<file path="src/rtl/vec_pkg.sv">
// vec_pkg: shared widths and opcode constants for the int16x4 vector pipeline
package vec_pkg;
  localparam int NREGS = 16;
  localparam int RIDX_W = 4;
  localparam int DATA_W = 64;
  localparam int LANE_W = 16;
  localparam int LANES = 4;
  localparam logic [3:0] OP_VADD = 4'h0;
  localparam logic [3:0] OP_VSUB = 4'h1;
  localparam logic [3:0] OP_RELU = 4'h4;
endpackage

</file>
<file path="src/rtl/vec_regfile.sv">
// vec_regfile: vector register file, one write port, two combinational read ports
module vec_regfile #(
  parameter int NREGS = vec_pkg::NREGS,
  parameter int RIDX_W = vec_pkg::RIDX_W,
  parameter int DATA_W = vec_pkg::DATA_W
) (
  input  logic              clk,
  input  logic              reset,
  input  logic              we,
  input  logic [RIDX_W-1:0] wa,
  input  logic [DATA_W-1:0] wd,
  input  logic [RIDX_W-1:0] ra_a,
  input  logic [RIDX_W-1:0] ra_b,
  output logic [DATA_W-1:0] rd_a,
  output logic [DATA_W-1:0] rd_b
);
  logic [DATA_W-1:0] mem [NREGS];
  // write port; reset clears every register
  always_ff @(posedge clk or posedge reset)
    if (reset) mem <= '{default: '0};
    else if (we) mem[wa] <= wd;
  assign rd_a = mem[ra_a];
  assign rd_b = mem[ra_b];
endmodule

</file>
<file path="src/rtl/vec_operand_stage.sv">
// vec_operand_stage: operand fetch with writeback bypass and busy scoreboard
module vec_operand_stage #(
  parameter int NREGS = vec_pkg::NREGS,
  parameter int RIDX_W = vec_pkg::RIDX_W,
  parameter int DATA_W = vec_pkg::DATA_W
) (
  input  logic              clk,
  input  logic              reset,
  input  logic              in_valid,
  output logic              in_ready,
  input  logic [3:0]        in_opcode,
  input  logic [RIDX_W-1:0] in_rs_a,
  input  logic [RIDX_W-1:0] in_rs_b,
  input  logic [RIDX_W-1:0] in_rd,
  output logic              out_valid,
  input  logic              out_ready,
  output logic [3:0]        out_opcode,
  output logic [DATA_W-1:0] out_a,
  output logic [DATA_W-1:0] out_b,
  output logic [RIDX_W-1:0] out_rd,
  input  logic              wb_en,
  input  logic [RIDX_W-1:0] wb_rd,
  input  logic [DATA_W-1:0] wb_data
);
  import vec_pkg::OP_RELU;
  logic [NREGS-1:0] busy, busy_next;
  logic [DATA_W-1:0] rf_a, rf_b;
  logic hit_a, hit_b, hit_d, hazard, accept;
  vec_regfile #(.NREGS(NREGS), .RIDX_W(RIDX_W), .DATA_W(DATA_W)) u_rf (
    .clk(clk), .reset(reset), .we(wb_en), .wa(wb_rd), .wd(wb_data),
    .ra_a(in_rs_a), .ra_b(in_rs_b), .rd_a(rf_a), .rd_b(rf_b)
  );
  assign hit_a = wb_en && wb_rd == in_rs_a;
  assign hit_b = wb_en && wb_rd == in_rs_b;
  assign hit_d = wb_en && wb_rd == in_rd;
  // a same-cycle writeback to a busy register releases the hazard
  assign hazard = (busy[in_rs_a] && !hit_a) ||
                  (busy[in_rs_b] && !hit_b && in_opcode != OP_RELU) ||
                  (busy[in_rd] && !hit_d);
  assign in_ready = (!out_valid || out_ready) && !hazard;
  assign accept = in_valid && in_ready;
  // writeback clears first so a same-cycle issue to that register keeps it busy
  always_comb begin
    busy_next = busy;
    if (wb_en) busy_next[wb_rd] = 1'b0;
    if (accept) busy_next[in_rd] = 1'b1;
  end
  // busy scoreboard register
  always_ff @(posedge clk or posedge reset)
    if (reset) busy <= '0;
    else busy <= busy_next;
  // output holding register toward execute
  always_ff @(posedge clk or posedge reset)
    if (reset) begin
      out_valid <= 1'b0;
      out_opcode <= '0;
      out_a <= '0;
      out_b <= '0;
      out_rd <= '0;
    end else if (accept) begin
      out_valid <= 1'b1;
      out_opcode <= in_opcode;
      out_a <= hit_a ? wb_data : rf_a;
      out_b <= hit_b ? wb_data : rf_b;
      out_rd <= in_rd;
    end else if (out_ready) out_valid <= 1'b0;
endmodule

</file>
<file path="config.mk">
export PLATFORM = sky130hd
export DESIGN_NAME = vec_operand_stage
export DESIGN_NICKNAME = d
export VERILOG_FILES = /design/src/rtl/vec_pkg.sv /design/src/rtl/vec_regfile.sv /design/src/rtl/vec_operand_stage.sv
export SDC_FILE = /design/constraint.sdc
export NUM_CORES = 2
export LEC_CHECK = 0
export ABC_AREA = 0
export BUFFER_PORTS_ARGS = -buffer_cell sky130_fd_sc_hd__buf_4
export CAP_MARGIN = 40
export CELL_PAD_IN_SITES_DETAIL_PLACEMENT = 1
export CELL_PAD_IN_SITES_GLOBAL_PLACEMENT = 1
export CORE_MARGIN = 4
export CORE_UTILIZATION = 58
export DETAILED_ROUTE_END_ITERATION = 10
export PLACE_DENSITY = 0.89
export REMOVE_ABC_BUFFERS = 1
export SLEW_MARGIN = 30
export SYNTH_ARGS = -nofsm -noshare
export SYNTH_HDL_FRONTEND = slang
export SYNTH_SLANG_ARGS = --single-unit
</file>
<file path="constraint.sdc">
create_clock -name clk -period 94.1 [get_ports clk]
set_input_delay 4.705 -clock clk [delete_from_list [all_inputs] [get_ports clk]]
set_output_delay 4.705 -clock clk [all_outputs]
set_load 0.05 [all_outputs]
</file>
## Word level (Yosys, flattened, before mapping)

Cells that the tools add are included.

| storage, ports and cells | value |
|---|---|
| output and inout port bits | 138 |
| input port bits | 89 |
| bits in registers | 1,177 |

| operators by class | value |
|---|---|
| eq/ne operators | 4 |
| bitwise operators | 6 |
| $lt $le $gt $ge | 10 |
| reductions and logical operators | 21 |
| mux-type cells | 25 |

Operators by type and width:

| kind | number |
|---|---|
| bitwise mux 1024 bit | 1 |
| binary-select mux 64 bit (select 4 bit) | 2 |
| two-way mux 64 bit | 7 |
| demux 64 bit (select 4 bit) | 1 |
| two-way mux 16 bit | 2 |
| less-than comparator 4 x 5 -> 1 bit, second input constant | 4 |
| AND 16 bit | 1 |
| inverter 16 bit | 1 |
| bitwise OR 16 bit | 1 |
| greater-or-equal comparator 5 bit, second input constant | 3 |
| inverter 4 -> 5 bit | 3 |
| binary-select mux 1 bit (select 4 bit) | 3 |
| == test 4 bit | 3 |
| logical AND 1 bit | 12 |
| demux 1 bit (select 4 bit) | 2 |
| greater-or-equal comparator 4 x 1 -> 1 bit, second input constant | 2 |
| two-way mux 1 bit | 7 |
| logical NOT 1 bit | 5 |
| less-than comparator 5 x 1 -> 1 bit, second input constant | 1 |
| inequality test 4 x 3 -> 1 bit, second input constant | 1 |
| logical OR 1 bit | 3 |
| nonzero test 2 bit | 1 |

## Logic depth before layout (Yosys ltp)

| depth | value |
|---|---|
| depth after elaboration | 11 |
| gate-level depth with buffers | 9 |
| depth with buffers taken out | 6 |

## Hierarchy

Synthesis repeated with hierarchy kept, for this count alone.

| second synthesis, totals | value |
|---|---|
| cell total of the unflattened synthesis | 3,891 |
| area, all modules | 62,007.0 µm² |

By module, submodules not included:

| module | seq. area each (µm²) | instances | cells each | area an instance (µm²) |
|---|---|---|---|---|
| vec_regfile | 25,624.6 | 1 | 3,316 | 53,278.6 |
| vec_operand_stage | 3,828.7 | 1 | 575 | 8,728.4 |

## Least setup slack after synthesis

OpenSTA, ideal clock, no wires.

| timing path | value |
|---|---|
| kind | input-to-output |
| start | in wb_rd[3] |
| end | out in_ready |
| arrival | 6.520 ns |
| slack | 82.875 ns |
| data required time | 89.395 ns |
| stages | 8 |
| path buffers | 3 |
| cells stage by stage | clkbuf_1 -> inv_1 -> a222oi_1 -> or4b_1 -> a2bb2oi_2 -> o311a_1 -> buf_2 -> buf_2 |

| on the way | value |
|---|---|
| word-level cells in the longest chain between the ends | 9 |
| elaborated cells between the ends (all ways) | 17 |
| those cells by class | 3 x eq/ne; 14 x reduce/logical |

Ends and longest elaborated chain:

| element | RTL line | RTL |
|---|---|---|
| start: declaration | vec_operand_stage.sv:22 | `input logic [RIDX_W-1:0] wb_rd,` |
| == test 4 bit | vec_operand_stage.sv:34 | `assign hit_b = wb_en && wb_rd == in_rs_b;` |
| logical AND 1 bit | vec_operand_stage.sv:34 |  |
| logical NOT 1 bit | vec_operand_stage.sv:38 | `(busy[in_rs_b] && !hit_b && in_opcode != OP_RELU) \|\|` |
| logical AND 1 bit (2 in series) | vec_operand_stage.sv:38 |  |
| logical OR 1 bit | vec_operand_stage.sv:37 | `assign hazard = (busy[in_rs_a] && !hit_a) \|\|` |
| logical OR 1 bit * | vec_operand_stage.sv:38 |  |
| logical NOT 1 bit * | vec_operand_stage.sv:40 | `assign in_ready = (!out_valid \|\| out_ready) && !hazard;` |
| logical AND 1 bit * | vec_operand_stage.sv:40 |  |
| end: declaration | vec_operand_stage.sv:10 | `output logic in_ready,` |

Every way passes the cells marked *; elsewhere a longest branch is shown, timed or not.

## Worst setup path after layout

| timing path | value |
|---|---|
| start | in in_rs_a[0] |
| end | out in_ready |

| on the way | value |
|---|---|
| word-level cells in the longest chain between the ends | 8 |
| elaborated cells between the ends (all ways) | 10 |
| those cells by class | 1 x eq/ne; 2 x mux; 7 x reduce/logical |

Ends and longest elaborated chain:

| element | RTL line | RTL |
|---|---|---|
| start: declaration | vec_operand_stage.sv:12 | `input logic [RIDX_W-1:0] in_rs_a,` |
| branches (longest 3 deep; another with binary-select mux 1 bit (select 4 bit)) | -- |  |
| logical AND 1 bit * | vec_operand_stage.sv:37 |  |
| logical OR 1 bit * | vec_operand_stage.sv:37 |  |
| logical OR 1 bit * | vec_operand_stage.sv:38 |  |
| logical NOT 1 bit * | vec_operand_stage.sv:40 |  |
| logical AND 1 bit * | vec_operand_stage.sv:40 |  |

Every way passes the cells marked *. The select of a mux whose other input is x is not followed.

==> results.md <==
| Stage | Result | This run |
| --- | --- | --- |
| status | Result of the run | complete, no violations |
| power and ir drop | Static Leakage | 28.3 nW |
| finish | Final layout net count | 3834 |
| synthesis | Yosys Warn Count | 0 |
| route | Post-detailed-route DRC marker count | 0 |
| clock tree | Number of sinks on the clock net | 1177 |
| synthesis | Post-Syn Area | 0.0609 mm^2 |
| finish | Commonest cells after routing, fill and taps aside | sky130_fd_sc_hd__dfrtp_1, sky130_fd_sc_hd__mux2_2, sky130_fd_sc_hd__mux4_2, sky130_fd_sc_hd__buf_4, sky130_fd_sc_hd__clkbuf_16 |
| clock tree | Maximum clock path buffer count | 3 |
| timing | Tmin final | 12780 ps |
| setup path | Nature of the critical path endpoint | output port |
| global routing | Overflow left after global routing | 0 |
| setup path | Critical path, cell by cell | buf_8 -> mux4_2 -> mux2i_1 -> mux2_2 -> a2bb2oi_4 -> buf_4 -> o311a_4 -> buf_4 |
| synthesis | Largest cells by area after synthesis | sky130_fd_sc_hd__dfrtp_1, sky130_fd_sc_hd__mux4_2, sky130_fd_sc_hd__mux2_2, sky130_fd_sc_hd__clkbuf_1, sky130_fd_sc_hd__mux2i_1 |
| global routing | Number of antenna violations at the first check in global routing | 22 |
| setup path | Critical Path RT | 89390 ps |
| floorplan | Number of placed I/O pins | 227 |
| timing | Max Freq | 78.2 MHz |
| setup path | Number of buffers and inverters on the critical path | 3 |
| timing | Share of the clock period used by the worst path | 13.6% |
| timing | Hold Vio Cnt, Final | 0 |
| synthesis | Count of cell types in the netlist | 40 |
| synthesis | Synthesized flop and latch total | 1177 |
| finish | Signed area change from the synthesized netlist to the final layout | 12.9% |
| timing | Unrepaired setup endpoints after global routing | no |
| finish | Share of cells above drive strength 1 | 61.5% |
| synthesis | Fraction of post-synthesis cell area in the top cell type by area | 48.3% |
| setup path | Type of the worst setup path | input port to output port |
| place | Setup slack after placement | 81310 ps |
| synthesis | Fraction of the yosys area taken by sequential cells | 48.3% |
| timing | Final Setup Violations | 0 |
| floorplan | Die footprint | 0.110 mm^2 |
| route | Number of DRC markers after the initial detailed-route iteration | 5344 |
| setup path | Most frequent cell on the critical path | sky130_fd_sc_hd__buf_4 |
| clock tree | Number of hold buffers added after CTS | 0 |
| setup path | Largest fanout on the critical path | 55 |
| place | Last weighted congestion value of the routability-driven placer | 0.830 |
| setup path | Family with the most delay on the worst path | buffers and inverters |
| power and ir drop | Worst-case vdd ir drop | 0.0000329 V |
| floorplan | Row count | 118 |
| setup path | Startpoint type of the worst setup path | input port |
| route | Mean number of vias per cell | 7.83 |
| setup path | CP max-delay cell | sky130_fd_sc_hd__o311a_4 |
| clock tree | CTS tree | yes |
| global routing | Largest net degree at the start of global routing | 183 |
| floorplan | Horizontal die dimension | 332 um |
| route | Post-DRT Antenna Nets | 0 |
| clock tree | Root cell of the clock tree | sky130_fd_sc_hd__clkbuf_16 |
| global routing | Overall fraction of global-route tracks in use | 39.5% |
| route | Iteration count of the initial detailed-routing pass | 6 |
| place | Final HPWL from detailed placement | 108000 um |
| clock tree | Cts bufs inserted | 132 |
| timing | Final worst clock skew | 32.6 ps |
| synthesis | EDFF count, synth | 0 |
| setup path | Crit path arrival time | 8080 ps |
| floorplan | Die height | 332 um |
| worst hold path | Path category of the worst min-delay check | flip-flop to flip-flop |
| timing | Count of final max-slew check failures | 0 |
| route | Final wirelength | 220000 um |
| place | PortBufs | 226 |
| global routing | First-pass GRT wire length | 323000 um |
| job | Max-capacitance violation count | 0 |
| setup path | Slowest cell delay on critical path | 770 ps |
| finish | Most frequent standard cell in the layout excluding fill and tap cells | sky130_fd_sc_hd__dfrtp_1 |
| synthesis | Mean area per synthesized cell | 16.7 um^2 |
| clock tree | Number of H-tree levels | 4 |
| clock tree | Reg clk slew, reported paths | 60 ps |
| floorplan | Initial Util | 58.6% |
| synthesis | Async set or reset register ratio after synthesis | 100% |
| clock tree | Cells resized by post-CTS repair | 0 |
| route | Via total after detailed routing | 41000 |
| clock tree | Post-CTS setup buffer count | 0 |
| synthesis | Dominant cell type by area after synthesis | sky130_fd_sc_hd__dfrtp_1 |
| global routing | Vias in the first global route | 45100 |
| timing | Relative max-transition margin | 33.9% |
| timing | Sum Neg Setup Slack | 0 ps |
| synthesis | Gate count after technology mapping | 3657 |
| floorplan | Placeable core region | 0.104 mm^2 |
| timing | Pin slew with the least headroom to its limit | 991 ps |
| clock tree | Insertion delay to the later sink of the worst-skew pair | 760 ps |
| synthesis | Most instantiated flip-flop cell in the synthesis netlist | sky130_fd_sc_hd__dfrtp_1 |
| power and ir drop | Post-layout total power | 1.94 mW |
| power and ir drop | Total power divided by cell area | 28.1 mW/mm^2 |
| route | Routed length per placed instance | 41.9 um |
| timing | Final WS setup | 81320 ps |
## sequential cells by signal, summed over array words and instances, names as in the netlist
signal	count
out_a	64
out_valid	1
out_b	64
busy	16
out_opcode	4
u_rf.mem	1024
out_rd	4
## per-layer routing
metal  GRT usage, %  wire [um]  up-vias
met3           10.4      22500     1016
li1               -          -    14600
met2           62.8     107000     3356
met4           21.3      13700       12
met1           50.1      76600    22100
met5              0         73        -
## Yosys cell counts, drive strengths merged (2+ instances only)
library cell     n
a21oi           64
buf            111
nor2            13
xor2             7
xnor2            2
a22oi            2
o311a            2
inv             15
nand3b           2
a32o            16
a31oi           64
mux2          1162
mux4           652
and3             2
nor2b            3
nand2b           4
nand2            9
dfrtp         1177
nor4             2
clkbuf         268
mux2i           68
or3              3
## path summary, 6_finish.rpt
path                             from             to  cells after the start  slack [ps]
min in group asynchronous       reset  u_rf.mem[147]                      2        3990
setup / recovery           in_rs_a[0]       in_ready                      8       81320
hold / removal              out_rd[2]      out_rd[2]                      1         490
setup reg to reg              busy[3]       out_b[6]                      8       89990
max in group asynchronous       reset  u_rf.mem[478]                      8       87370
hold reg to reg             out_rd[2]      out_rd[2]                      1         490
## cell families after synthesis
group / synth area share, %
multiplexers: 46.7
flip-flops: 48.3
buffers and inverters: 2.89
AO/OA/AOI/OAI: 1.56
AND/OR/NAND/NOR: 0.380
XOR/XNOR: 0.129
## through the flow
step	area, um^2	util [%]	hold WS (ps)	instances
4_1_cts	68500	65.9	498	5211
6_report	68800	66.2	494	5238
3_5_place_dp	64000	61.6	485	4980
2_1_floorplan	59200	-	490	3278
3_3_place_gp	63500	61.1	475	4957
5_1_grt	68800	66.2	513	5232
## report_power, final
group          leakage [nW]  internal, mW  switching (mW)
clock                  2.18         0.320           0.225
combinational          11.7         0.286           0.325
sequential             14.4         0.642           0.137
## final cells by class
| type | instances | area, um^2 |
|---|---|---|
| flip-flops and latches | 1177 | 29500 |
| clock buffers | 200 | 4040 |
| clock inverters | 31 | 395 |
| fillers | 8527 | 35100 |
| repair buffers | 333 | 3190 |
| diodes | 16 | 40.0 |
| inverters | 15 | 63.8 |
| multi-input cells | 2086 | 29900 |
| well taps | 1380 | 1730 |
(Power assumes the default switching activity.)
